===== src/rtl/reg_writeback_queue.sv =====
// Register-file write front end: merges ALU and load-return writes into an
// in-order FIFO and drains one registered write per cycle to the write port.
// Optional forwarding lookups are compiled in when WBQ_BYPASS_EN is defined.
module reg_writeback_queue #(
  parameter int DEPTH  = 4,
  parameter int ADDR_W = 5,
  parameter int DATA_W = 32
) (
  input  logic                         clk,
  input  logic                         rst,
  input  logic                         alu_valid,
  output logic                         alu_ready,
  input  logic [ADDR_W-1:0]            alu_rd,
  input  logic [DATA_W-1:0]            alu_wd,
  input  logic                         mem_valid,
  output logic                         mem_ready,
  input  logic [ADDR_W-1:0]            mem_rd,
  input  logic [DATA_W-1:0]            mem_wd,
  output logic                         wb_we,
  output logic [ADDR_W-1:0]            wb_addr,
  output logic [DATA_W-1:0]            wb_data,
  input  logic [ADDR_W-1:0]            rs1_addr,
  input  logic [ADDR_W-1:0]            rs2_addr,
  output logic                         rs1_hit,
  output logic                         rs2_hit,
  output logic [DATA_W-1:0]            rs1_data,
  output logic [DATA_W-1:0]            rs2_data,
  output logic [$clog2(DEPTH+1)-1:0]   count,
  output logic                         empty,
  output logic                         full
);

  localparam int PTR_W = $clog2(DEPTH);
  localparam int CNT_W = $clog2(DEPTH+1);

  logic [ADDR_W-1:0] q_rd [DEPTH];
  logic [DATA_W-1:0] q_wd [DEPTH];
  logic [PTR_W-1:0]  rd_ptr, wr_ptr, mem_slot;
  logic [CNT_W-1:0]  cnt, free;
  logic              alu_store, mem_store, pop;

  // Readiness is judged on occupancy at the start of the cycle; the pop that
  // happens on the same edge is deliberately not credited.
  assign free      = CNT_W'(DEPTH) - cnt;
  assign alu_ready = (free != '0);
  assign mem_ready = alu_valid ? (free >= CNT_W'(2)) : (free != '0);

  // Writes to x0 complete the handshake but are dropped here.
  assign alu_store = alu_valid && alu_ready && (alu_rd != '0);
  assign mem_store = mem_valid && mem_ready && (mem_rd != '0);
  assign pop       = (cnt != '0);
  assign mem_slot  = alu_store ? (wr_ptr + PTR_W'(1)) : wr_ptr;

  assign count = cnt;
  assign empty = (cnt == '0);
  assign full  = (cnt == CNT_W'(DEPTH));

  // Pointer and occupancy bookkeeping; ALU entry always lands before mem entry.
  always_ff @(posedge clk) begin
    if (rst) begin
      rd_ptr <= '0;
      wr_ptr <= '0;
      cnt    <= '0;
    end else begin
      rd_ptr <= rd_ptr + PTR_W'(pop);
      wr_ptr <= wr_ptr + PTR_W'(alu_store) + PTR_W'(mem_store);
      cnt    <= cnt + CNT_W'(alu_store) + CNT_W'(mem_store) - CNT_W'(pop);
    end
  end

  // Entry storage needs no reset: occupancy alone says which slots are live.
  always_ff @(posedge clk) begin
    if (alu_store) begin
      q_rd[wr_ptr] <= alu_rd;
      q_wd[wr_ptr] <= alu_wd;
    end
    if (mem_store) begin
      q_rd[mem_slot] <= mem_rd;
      q_wd[mem_slot] <= mem_wd;
    end
  end

  // Write port register: head entry moves out whenever the queue is occupied.
  always_ff @(posedge clk) begin
    if (rst) begin
      wb_we   <= 1'b0;
      wb_addr <= '0;
      wb_data <= '0;
    end else if (pop) begin
      wb_we   <= 1'b1;
      wb_addr <= q_rd[rd_ptr];
      wb_data <= q_wd[rd_ptr];
    end else begin
      wb_we   <= 1'b0;
    end
  end

`ifdef WBQ_BYPASS_EN
  // Newest match wins: the write port is oldest, then FIFO entries oldest to
  // newest, each later match overriding the earlier one.
  function automatic void lookup(input  logic [ADDR_W-1:0] a,
                                 output logic              hit,
                                 output logic [DATA_W-1:0] d);
    logic [PTR_W-1:0] idx;
    hit = 1'b0;
    d   = '0;
    if (wb_we && (wb_addr == a)) begin
      hit = 1'b1;
      d   = wb_data;
    end
    for (int i = 0; i < DEPTH; i++) begin
      idx = rd_ptr + PTR_W'(i);
      if ((CNT_W'(i) < cnt) && (q_rd[idx] == a)) begin
        hit = 1'b1;
        d   = q_wd[idx];
      end
    end
    if (a == '0) begin
      hit = 1'b0;
      d   = '0;
    end
  endfunction

  // Combinational forwarding for both read ports.
  always_comb begin
    rs1_hit  = 1'b0;
    rs1_data = '0;
    rs2_hit  = 1'b0;
    rs2_data = '0;
    lookup(rs1_addr, rs1_hit, rs1_data);
    lookup(rs2_addr, rs2_hit, rs2_data);
  end
`else
  // Forwarding compiled out: lookup ports stay but never report a hit.
  logic unused_lookup;
  assign unused_lookup = ^{rs1_addr, rs2_addr};
  assign rs1_hit  = 1'b0;
  assign rs2_hit  = 1'b0;
  assign rs1_data = '0;
  assign rs2_data = '0;
`endif

endmodule


===== config.mk =====
export PLATFORM = sky130hd
export DESIGN_NAME = reg_writeback_queue
export DESIGN_NICKNAME = d
export VERILOG_FILES = /design/src/rtl/reg_writeback_queue.sv
export SDC_FILE = /design/constraint.sdc
export NUM_CORES = 1
export LEC_CHECK = 0
export CORE_MARGIN = 2
export CORE_UTILIZATION = 55
export DETAILED_ROUTE_END_ITERATION = 7
export GPL_TIMING_DRIVEN = 1
export PLACE_DENSITY = 0.9
export SYNTH_ARGS = -nofsm -noshare
export SYNTH_HDL_FRONTEND = slang
export SYNTH_SLANG_ARGS = --single-unit

===== constraint.sdc =====
create_clock -name clk -period 6.5 [get_ports clk]
set_clock_uncertainty 0.2 [all_clocks]
set_input_delay 1.3 -clock clk [delete_from_list [all_inputs] [get_ports clk]]
set_output_delay 1.3 -clock clk [all_outputs]
set_load 0.01 [all_outputs]

# Yosys cells after proc, flatten, opt, wreduce, memory -nomap -nowiden
# Memories as Yosys holds them, arrays and structs flattened. A register that Yosys moved wholly into a read port is not among the register bits.
# Index checks and enable logic that the tools add are counted.
[word_totals]
latchBits = 0
regBits = 8
ramBits = 148
rom_bits = 0
memories = 2
wordCells = 32
output_inout_bits = 111
[classes]
reduce_logical = 9
add_sub_neg = 8
n_bitwise = 0
n_eq_ne = 1
n_lt_le_gt_ge = 1
muxes = 7
div = 0
mul = 0
n_shift = 0
[memory_table]
columns = ["memory", "depth", "width", "read_ports", "rd_ports_with_merged_regs", "write_ports", "line", "text"]
rows = [
  ["q_wd", 4, 32, 1, 1, 2, "37", "logic [DATA_W-1:0] q_wd [DEPTH];"],
  ["q_rd", 4, 5, 1, 1, 2, "36", "logic [ADDR_W-1:0] q_rd [DEPTH];"],
]
[ops]
columns = ["cell", "n"]
rows = [
  ["nonzero test 5 bit", 2],
  ["adder 2 x 1 -> 2 bit", 3],
  ["adder 3 x 1 -> 3 bit", 2],
  ["two-way mux 1 bit", 6],
  ["nonzero test 3 bit", 2],
  ["logical AND 1 bit", 4],
  ["== test 3 bit, second input constant", 1],
  ["greater-or-equal comparator 3 x 2 -> 1 bit, second input constant", 1],
  ["logical NOT 3 bit", 1],
  ["subtractor 3 x 1 -> 3 bit", 1],
  ["subtractor 3 bit, first input constant", 1],
  ["adder 2 x 1 -> 2 bit, second input constant", 1],
  ["two-way mux 2 bit", 1],
]

# Logic depth before layout (Yosys ltp)
[depth]
depth_word = 7
ltp_mapped = 13

# Worst setup path after synthesis
# OpenSTA, ideal clock, no wires.
[synth_path]
path_type = "in2reg"
start = "input port alu_valid"
end = "memory q_rd[2][0], enable pin"
stages = 5
n_path_buf = 1
arrival_time_ns = 3.693
setup_slack_ns = 2.162
cell_sequence = "nand4bb_1 -> o2111a_1 -> buf_2 -> a31oi_1 -> o22ai_1"
[synth_rtl]
columns = ["item", "line", "text"]
rows = [
  ["from (decl)", "11", "input logic alu_valid,"],
  ["to (decl)", "36", ""],
]

==> results.json <==
{
  "slew_headroom_pct": 26.1,
  "clock_latency_ns": 0.44,
  "holdWs_ns": 0.257,
  "ys_warn_count": 0,
  "htreeDepth": 4,
  "max_freq_mhz": 244,
  "grt_max_degree": 46,
  "wl_um": 19700,
  "grt_pass1_vias": 5484,
  "synth_edf_count": 148,
  "tns_ns": 0,
  "antenna_found_initial": 0,
  "die_y_um": 136,
  "initial_core_util_pct": 55.8,
  "hp-class": "flip-flop to flip-flop",
  "cts_root_buf": "clkbuf_16",
  "hold_buffers": 0,
  "layout_common_cells": "edfxtp_1 (148), mux2_2 (129), clkdlybuf4s50_1 (121)",
  "synth_top_family_by_area": "multiplexers",
  "r2r_cells": 11,
  "synth_cell_types": 34,
  "yosys.area.top_type": "edfxtp_1",
  "wl_per_cell_um": 19.6,
  "core_um2": 17200,
  "finalHoldViolCount": 0,
  "synth_top_cell_area_share_pct": 46.4,
  "synth_simple_gate_area_share_pct": 4.35,
  "async_reset_ff_share_pct": 0,
  "num_rows": 48,
  "tightest_slew_ns": 1.10,
  "cp_data_arrival_time_ns": 3.95,
  "rsz0062_at_grt": "no",
  "p_leak_nw": 4.05,
  "hp-start": "wb_addr[2]$_SDFFE_PP0N_",
  "status": "finished, final reports clean",
  "ctsResizeCount": 0,
  "cts_tree": "done",
  "crit_path_end_kind": "flip-flop",
  "holdPathStages": 2,
  "instances_no_fill": 1004,
  "vias_per_cell": 5.43,
  "path_class": "input port to flip-flop",
  "synthTopCellsByArea": "edfxtp_1 (46%), mux2_2 (15%), dfxtp_1 (9.4%), mux4_2 (8.7%), buf_4 (5.4%)",
  "synth-seq-area-share_pct": 55.8,
  "ant_nets": 0,
  "total_power_mw": 5.34,
  "area_growth_pct": 18.2,
  "synth.mux.area_fraction_pct": 27.0,
  "synth-xor-area-share_pct": 0.536,
  "crit_start": "alu_rd[0]",
  "synth_fa_ha_area_share_pct": 1.93,
  "nNetsFinal": 867,
  "ios": 199,
  "setup_viol": 0,
  "peakVddDrop_mv": 0.367,
  "grt_overflow": 0,
  "syn_avg_cell_area_um2": 14.6,
  "critPathMaxFanout": 37,
  "num_vias": 5450,
  "post-route-drc-count": 0,
  "grt_usage_pct": 22.0,
  "fin_crit_sh_pct": 63.0,
  "antenna_cells": 0,
  "place_inst": 972,
  "path_clk_slew_ns": 0.06,
  "die_area_um2": 18500,
  "die_x_um": 136,
  "first_iter_violations": 317,
  "final_layout_size_suffix_gt1_share_pct": 30.9,
  "dp_hpwl_um": 11900,
  "netlist_instances": 654,
  "grt_pass1_wl_um": 30000,
  "synth_compound_area_share_pct": 2.55,
  "cp.required_ns": 6.35,
  "drv_cap": 0,
  "synth_seq_cells": 193,
  "first_pass_iters": 4,
  "n_fill_cell": 1240,
  "synthFlopType": "edfxtp_1",
  "r2r_start": "count[1]$_SDFF_PP0_",
  "crit_path_start_kind": "input port",
  "slew_violations": 0,
  "syn_area_um2": 9580,
  "clock_path_buffers": 2,
  "power_density_nw_per_um2": 472,
  "cts_setup_buffers": 0,
  "layout_commonest_cell": "edfxtp_1",
  "timing.final.crit_period_ns": 4.10,
  "cts.sinks": 193,
  "io_buffer_count": 122,
  "finalWeightedCongestion": 0.735,
  "numCtsBuffers": 17
}
[cell type report]
cell class / count / area [µm²] / area share, %
clock buffers: 19 / 433 / 3.82
flip-flops and latches: 193 / 5350 / 47.3
multi-input cells: 412 / 3770 / 33.3
well taps: 225 / 282 / 2.49
repair buffers: 131 / 1280 / 11.3
clock inverters: 13 / 161 / 1.43
inverters: 11 / 41.3 / 0.365
[Yosys cell counts (all sizes together), types with 3 or more instances]
cell type    n
dfxtp       45
a21oi       37
fa           3
nand2       79
mux4        37
nor2         6
ha          10
xnor2        5
buf         86
mux2       149
inv         11
edfxtp     148
clkbuf      17
nor2b        3
[layer usage]
layer,track usage (%),wire (µm),vias to the layer above
met5,0,0,-
met4,6.48,188,0
met3,4.85,1170,17
met2,40.6,10700,203
met1,25.8,7590,2713
li1,-,-,2517
[cell families after synthesis]
group,Yosys count
multiplexers,186
flip-flops,193
buffers and inverters,114
AO/OA/AOI/OAI,44
other,1
XOR/XNOR,5
adder cells (fa/ha/maj),13
AND/OR/NAND/NOR,98
[worst paths after layout]
check	slack [ns]	endpoint
setup / recovery	2.40	q_wd[0][16]$_DFFE_PP_
hold / removal	0.26	wb_addr[2]$_SDFFE_PP0N_
setup reg to reg	2.91	count[1]$_SDFF_PP0_
hold reg to reg	0.26	wb_addr[2]$_SDFFE_PP0N_
[per-stage QoR]
| step | util [%] | setup slack, ns | instance area [µm²] |
|---|---|---|---|
| floorplan | - | 2.16 | 9820 |
| global placement | 62.4 | 2.00 | 10700 |
| detailed placement | 62.4 | 1.93 | 10700 |
| CTS | 65.9 | 2.39 | 11300 |
| global route | 65.9 | 2.31 | 11300 |
| finish | 65.9 | 2.40 | 11300 |
[power breakdown]
group	switching, mW	internal, mW
clock network	0.455	0.606
registers	0.264	1.95
logic	1.01	1.05
total	1.73	3.61
[state kept, by name (all words and copies together) (netlist names)]
name and flops:
wb_addr 5, q_rd 20, q_wd 128, wb_we 1, count 3, wr_ptr 2
wb_data 32, rd_ptr 2
[worst max-delay path, stage by stage]
cell and delay, ns:
clkdlybuf4s50_1 0.52, nor3_2 0.25, a21o_4 0.22, inv_2 0.09, xnor2_2 0.23, or3b_2 0.50, nand2_2 0.82
(Power assumes the default switching activity.)
